## src/rtl/cmd_cobs_encode.sv

```systemverilog
// cmd_cobs_encode: takes one (address, data) word, COBS-encodes the
// fixed-length payload (address bytes then data bytes, MSB byte first)
// and emits it as a single-block frame terminated by a 0x00 delimiter.
module cmd_cobs_encode #(
    parameter int AW = 8,
    parameter int DW = 24
) (
    input  logic          clk,
    input  logic          rst,
    input  logic [AW-1:0] i_addr,
    input  logic [DW-1:0] i_data,
    input  logic          i_valid,
    output logic          o_ready,
    output logic [7:0]    o_data,
    output logic          o_valid,
    input  logic          i_ready,
    output logic          o_last
);

    localparam int N  = (AW + DW) / 8;
    localparam int PW = $clog2(N + 2);

    typedef enum logic [1:0] {
        S_IDLE,
        S_CODE,
        S_DATA,
        S_DELIM
    } state_t;

    state_t          r_state;
    state_t          w_state_nxt;
    logic [N*8-1:0]  r_buf;
    logic [PW-1:0]   r_p;
    logic [PW-1:0]   w_p_nxt;
    logic [7:0]      r_data;
    logic [7:0]      w_data_nxt;
    logic            w_load;
    logic [7:0]      w_byte_p;
    logic [7:0]      w_byte_p1;

    // Payload byte idx (byte 0 sits in the most significant position)
    function automatic logic [7:0] f_byte(input logic [N*8-1:0] b, input logic [PW-1:0] idx);
        logic [7:0] v;
        v = '0;
        for (int unsigned k = 0; k < N; k++) begin
            if (idx == PW'(k)) v = b[(N-1-k)*8 +: 8];
        end
        return v;
    endfunction

    // COBS code for the run starting at idx: 1 + nonzero bytes before the
    // next zero or the payload end; idx==N naturally yields 0x01
    function automatic logic [7:0] f_code(input logic [N*8-1:0] b, input logic [PW-1:0] idx);
        logic [7:0] cnt;
        logic       stop;
        cnt  = 8'd1;
        stop = 1'b0;
        for (int unsigned k = 0; k < N; k++) begin
            if (PW'(k) >= idx && !stop) begin
                if (b[(N-1-k)*8 +: 8] == 8'h00) stop = 1'b1;
                else                            cnt  = cnt + 8'd1;
            end
        end
        return cnt;
    endfunction

    // Next-state, next index and next output byte; o_data is registered so
    // each transition precomputes the byte shown in the destination state
    always_comb begin
        w_state_nxt = r_state;
        w_p_nxt     = r_p;
        w_data_nxt  = r_data;
        w_load      = 1'b0;
        w_byte_p    = f_byte(r_buf, r_p);
        w_byte_p1   = f_byte(r_buf, r_p + PW'(1));
        case (r_state)
            S_IDLE: begin
                if (i_valid) begin
                    w_load      = 1'b1;
                    w_p_nxt     = '0;
                    w_state_nxt = S_CODE;
                    w_data_nxt  = f_code({i_addr, i_data}, '0);
                end
            end
            S_CODE: begin
                if (i_ready) begin
                    if (r_p == PW'(N)) begin
                        w_state_nxt = S_DELIM;
                        w_data_nxt  = 8'h00;
                    end else if (w_byte_p == 8'h00) begin
                        // empty run: skip the zero and emit the next code
                        w_p_nxt     = r_p + PW'(1);
                        w_state_nxt = S_CODE;
                        w_data_nxt  = f_code(r_buf, r_p + PW'(1));
                    end else begin
                        w_state_nxt = S_DATA;
                        w_data_nxt  = w_byte_p;
                    end
                end
            end
            S_DATA: begin
                if (i_ready) begin
                    if (r_p + PW'(1) == PW'(N)) begin
                        w_p_nxt     = r_p + PW'(1);
                        w_state_nxt = S_DELIM;
                        w_data_nxt  = 8'h00;
                    end else if (w_byte_p1 == 8'h00) begin
                        w_p_nxt     = r_p + PW'(2);
                        w_state_nxt = S_CODE;
                        w_data_nxt  = f_code(r_buf, r_p + PW'(2));
                    end else begin
                        w_p_nxt     = r_p + PW'(1);
                        w_state_nxt = S_DATA;
                        w_data_nxt  = w_byte_p1;
                    end
                end
            end
            S_DELIM: begin
                if (i_ready) begin
                    w_state_nxt = S_IDLE;
                    w_data_nxt  = 8'h00;
                end
            end
            default: begin
                w_state_nxt = S_IDLE;
                w_data_nxt  = 8'h00;
            end
        endcase
    end

    // State, index, output byte and payload buffer registers
    always_ff @(posedge clk or posedge rst) begin
        if (rst) begin
            r_state <= S_IDLE;
            r_p     <= '0;
            r_data  <= '0;
            r_buf   <= '0;
        end else begin
            r_state <= w_state_nxt;
            r_p     <= w_p_nxt;
            r_data  <= w_data_nxt;
            if (w_load) r_buf <= {i_addr, i_data};
        end
    end

    assign o_ready = (r_state == S_IDLE);
    assign o_valid = (r_state != S_IDLE);
    assign o_last  = (r_state == S_DELIM);
    assign o_data  = r_data;

endmodule

```

## config.mk

```make
export PLATFORM = sky130hd
export DESIGN_NAME = cmd_cobs_encode
export DESIGN_NICKNAME = d
export VERILOG_FILES = /design/src/rtl/cmd_cobs_encode.sv
export SDC_FILE = /design/constraint.sdc
export NUM_CORES = 1
export LEC_CHECK = 0
export BUFFER_PORTS_ARGS = -buffer_cell sky130_fd_sc_hd__buf_2
export CORE_ASPECT_RATIO = 1.1
export CORE_MARGIN = 8
export CORE_UTILIZATION = 25
export DETAILED_ROUTE_END_ITERATION = 7
export GPL_TIMING_DRIVEN = 0
export HOLD_SLACK_MARGIN = 0.15
export RECOVER_POWER = 100
export SETUP_SLACK_MARGIN = 0.5
export SYNTH_ARGS = -nofsm -noshare
export SYNTH_HDL_FRONTEND = slang
export SYNTH_SLANG_ARGS = --single-unit
```

## constraint.sdc

```tcl
create_clock -name clk -period 7.7 [get_ports clk]
set_input_delay 0.77 -clock clk [delete_from_list [all_inputs] [get_ports clk]]
set_output_delay 0.77 -clock clk [all_outputs]
set_load 0.005 [all_outputs]
```

==> flow_summary.json <==
{
  "status": "complete, but fails checks",
  "violations": "max-capacitance violations, max-slew violations",
  "drt-initial-drc-count": 303,
  "firstDrtPassIters": 4,
  "grt_setup_unrepaired": "false",
  "syn_nets": 479,
  "cts_sinks": 45,
  "final_antenna_net_count": 0,
  "grt_max_degree": 30,
  "antenna_found_initial": 0,
  "max_stage_delay_ns": 0.56,
  "post_cts_buffers": 0,
  "worstPathCellList": "clkbuf_1, clkbuf_1, inv_1, ha_1, clkbuf_1, clkbuf_1, a21oi_1, o21ai_0, nand2_1, ha_1, mux2_1, ha_1, inv_1, nor4_1, xor2_1, nand3_1, a31oi_1",
  "viasPerCell": 5.50,
  "dieArea_mm2": 0.0195,
  "drive_gt1_share_pct": 21.3,
  "sw_frac_of_total_pct": 48.4,
  "ios": 47,
  "path_class": "flop to flop",
  "core.rowCount": 47,
  "ys_seq_elements": 45,
  "dr.max_layer_used": "met4",
  "grt_pass1_wl_um": 21400,
  "cp.buffers_inverters": 6,
  "fin_crit_ns": 5.03,
  "fin_ws_ns": 2.67,
  "initial_core_util_pct": 25.5,
  "crit_family": "buffers and inverters",
  "clockBufferDepth": 2,
  "async_reset_ff_share_pct": 100,
  "intPower_w": 0.000930,
  "grt_pass1_vias": 3832,
  "synth_ff_type": "dfrtp_1",
  "numPortBuffers": 46,
  "drv_slew": 30,
  "wl_um": 13300,
  "cp_slowest_cell": "dfrtp_1",
  "core_mm2": 0.0150,
  "p_seq_share_pct": 27.7,
  "relSlewSlack_pct": -2.59,
  "path_clk_slew_ns": 0.07,
  "critPathMostFrequentCell": "clkbuf_1",
  "synth-edff-count": 0,
  "switchingPower_w": 0.000874,
  "wl_per_cell_um": 19.7,
  "clk_latency_ns": 0.30,
  "postSynthAreaPerCell_um2": 8.99,
  "tritoncts": "done",
  "ctsHoldBuffers": 0,
  "tightest_slew_ns": 1.54,
  "die_x_um": 134,
  "syn2layout_area_growth_pct": 15.5,
  "critPathLaunchType": "flop",
  "drt-met1-wl_um": 5890,
  "drc": 0,
  "stdcell_area_mm2": 0.00441,
  "finClkSkew_ns": 0.00883,
  "clock_power_share_pct": 13.4,
  "place_congestion": 0.999,
  "yosysSeqAreaShare_pct": 29.5,
  "track_usage_pct": 13.8,
  "place_area_mm2": 0.00432,
  "finalSetupViolCount": 0,
  "yosys_warnings": 0,
  "worstPathRequired_ns": 7.92,
  "syn_area_mm2": 0.00382,
  "cp.arrival_ns": 5.25,
  "synth_cell_types": 76,
  "die_y_um": 146,
  "syn_inst": 425,
  "n_antenna_cell": 0,
  "setup_tns_ns": 0,
  "numCtsBuffers": 5,
  "final_nets": 533,
  "pre_cts_ws_ns": 3.53,
  "final_cell_mix": "dfrtp_1 (45), buf_2 (40), mux2_2 (33), nand2_1 (32), o21ai_0 (30)",
  "dr_wl_met2_um": 6420,
  "ctsResizeCount": 0,
  "vdd_drop_max_mv": 0.160,
  "drv_cap": 1,
  "power_frac_comb_pct": 58.9,
  "end_kind": "flop",
  "hold_viol_final": 0,
  "fmax_ghz": 0.199,
  "dp_hpwl_um": 10900,
  "overflow": 0,
  "power_density_mw_per_mm2": 409,
  "htree_levels": 2,
  "p_leak_nw": 1.78,
  "wl_met3_um": 527,
  "dr_total_vias": 3715,
  "layout_commonest_cell": "dfrtp_1",
  "cts_root_buf": "clkbuf_16",
  "min_period_over_period_pct": 65.3,
  "hp-class": "flop to flop",
  "crit_path_max_fanout": 11
}
==> registers in the layout (all words and copies together) (netlist names) <==
register and flops:
r_p 3, o_data 8, r_buf 32, r_state 2
==> through the flow <==
step,power (W),instances,hold WS [ns],utilization [%]
floorplan,0.00123,425,0.470,-
global placement,0.00155,667,0.460,28.7
detailed placement,0.00157,668,0.469,28.8
CTS,0.00183,675,0.471,29.9
global route,0.00193,675,0.507,29.4
finish,0.00180,675,0.478,29.4
==> synth_stat cells (5+ instances only) <==
master    instances  share of area [%]
a31oi_1           6               0.98
a21oi_1          29                3.8
o21ai_0          30                3.9
nand2_1          32                3.1
nand3_1           8                1.0
clkbuf_1          6               0.59
mux2i_1           8                2.1
ha_1             18                5.9
nand2b_1         22                3.6
inv_1            20                2.0
buf_4             5               0.98
o211ai_1          6                1.2
a32oi_1          13                3.0
nor4_1           15                2.5
nor3_1            6               0.79
nor3b_1           5               0.98
mux2_2           33                9.7
dfrtp_1          45                 29
nand4_1           7                1.1
nor2_1           19                1.9
==> path summary, 6_finish.rpt <==
check	depth (start not counted)	endpoint	slack, ns	startpoint
min in group asynchronous	2	o_data[5]	0.57	rst
worst max register to register	17	o_data[2]	2.67	r_p[0]
worst max-delay path	17	o_data[2]	2.67	r_p[0]
max in group asynchronous	3	r_buf[18]	5.27	rst
worst min register to register	2	o_data[5]	0.48	o_data[5]
worst min-delay path	2	o_data[5]	0.48	o_data[5]
==> worst register-to-register path: cells and delay by family, from the launching register on <==
family	cells	cell delay (ns)
adder cells (fa/ha/maj)	3	0.85
XOR/XNOR	1	0.21
buffers and inverters	6	1.94
multiplexers	1	0.20
AND/OR/NAND/NOR	3	0.58
AO/OA/AOI/OAI	3	0.60
flip-flops	1	0.56
==> logic make-up after synthesis <==
kind of cell / after synthesis / share of synthesized area [%]
AO/OA/AOI/OAI: 130 / 24.2
XOR/XNOR: 4 / 0.916
adder cells (fa/ha/maj): 18 / 5.89
buffers and inverters: 41 / 5.24
flip-flops: 45 / 29.5
multiplexers: 43 / 12.5
AND/OR/NAND/NOR: 144 / 21.8
==> power groups by stage <==
| stage | clock [W] | sequential (W) | combinational, W |
|---|---|---|---|
| 2_1_floorplan | 0 | 0.000438 | 0.000794 |
| 3_3_place_gp | 0 | 0.000491 | 0.00106 |
| 3_5_place_dp | 0 | 0.000497 | 0.00108 |
| 4_1_cts | 0.000247 | 0.000493 | 0.00108 |
| 5_1_grt | 0.000258 | 0.000512 | 0.00116 |
| 6_report | 0.000242 | 0.000500 | 0.00106 |
==> layer usage <==
layer  vias up  GRT usage, %
met5         -             0
met4         0          5.90
met3        30          2.00
met2       131          23.0
met1      1817          17.1
li1       1737             -
==> cell type report <==
| cell class | count | area [µm²] |
|---|---|---|
| Inverter | 20 | 75.1 |
| Clock inverter | 2 | 35.0 |
| Multi-Input combinational cell | 339 | 2480 |
| Sequential cell | 45 | 1130 |
| Buffer | 21 | 103 |
| Tap cell | 196 | 245 |
| Fill cell | 1649 | 10600 |
| Timing Repair Buffer | 47 | 221 |
| Clock buffer | 5 | 125 |
(Power assumes the default switching activity.)
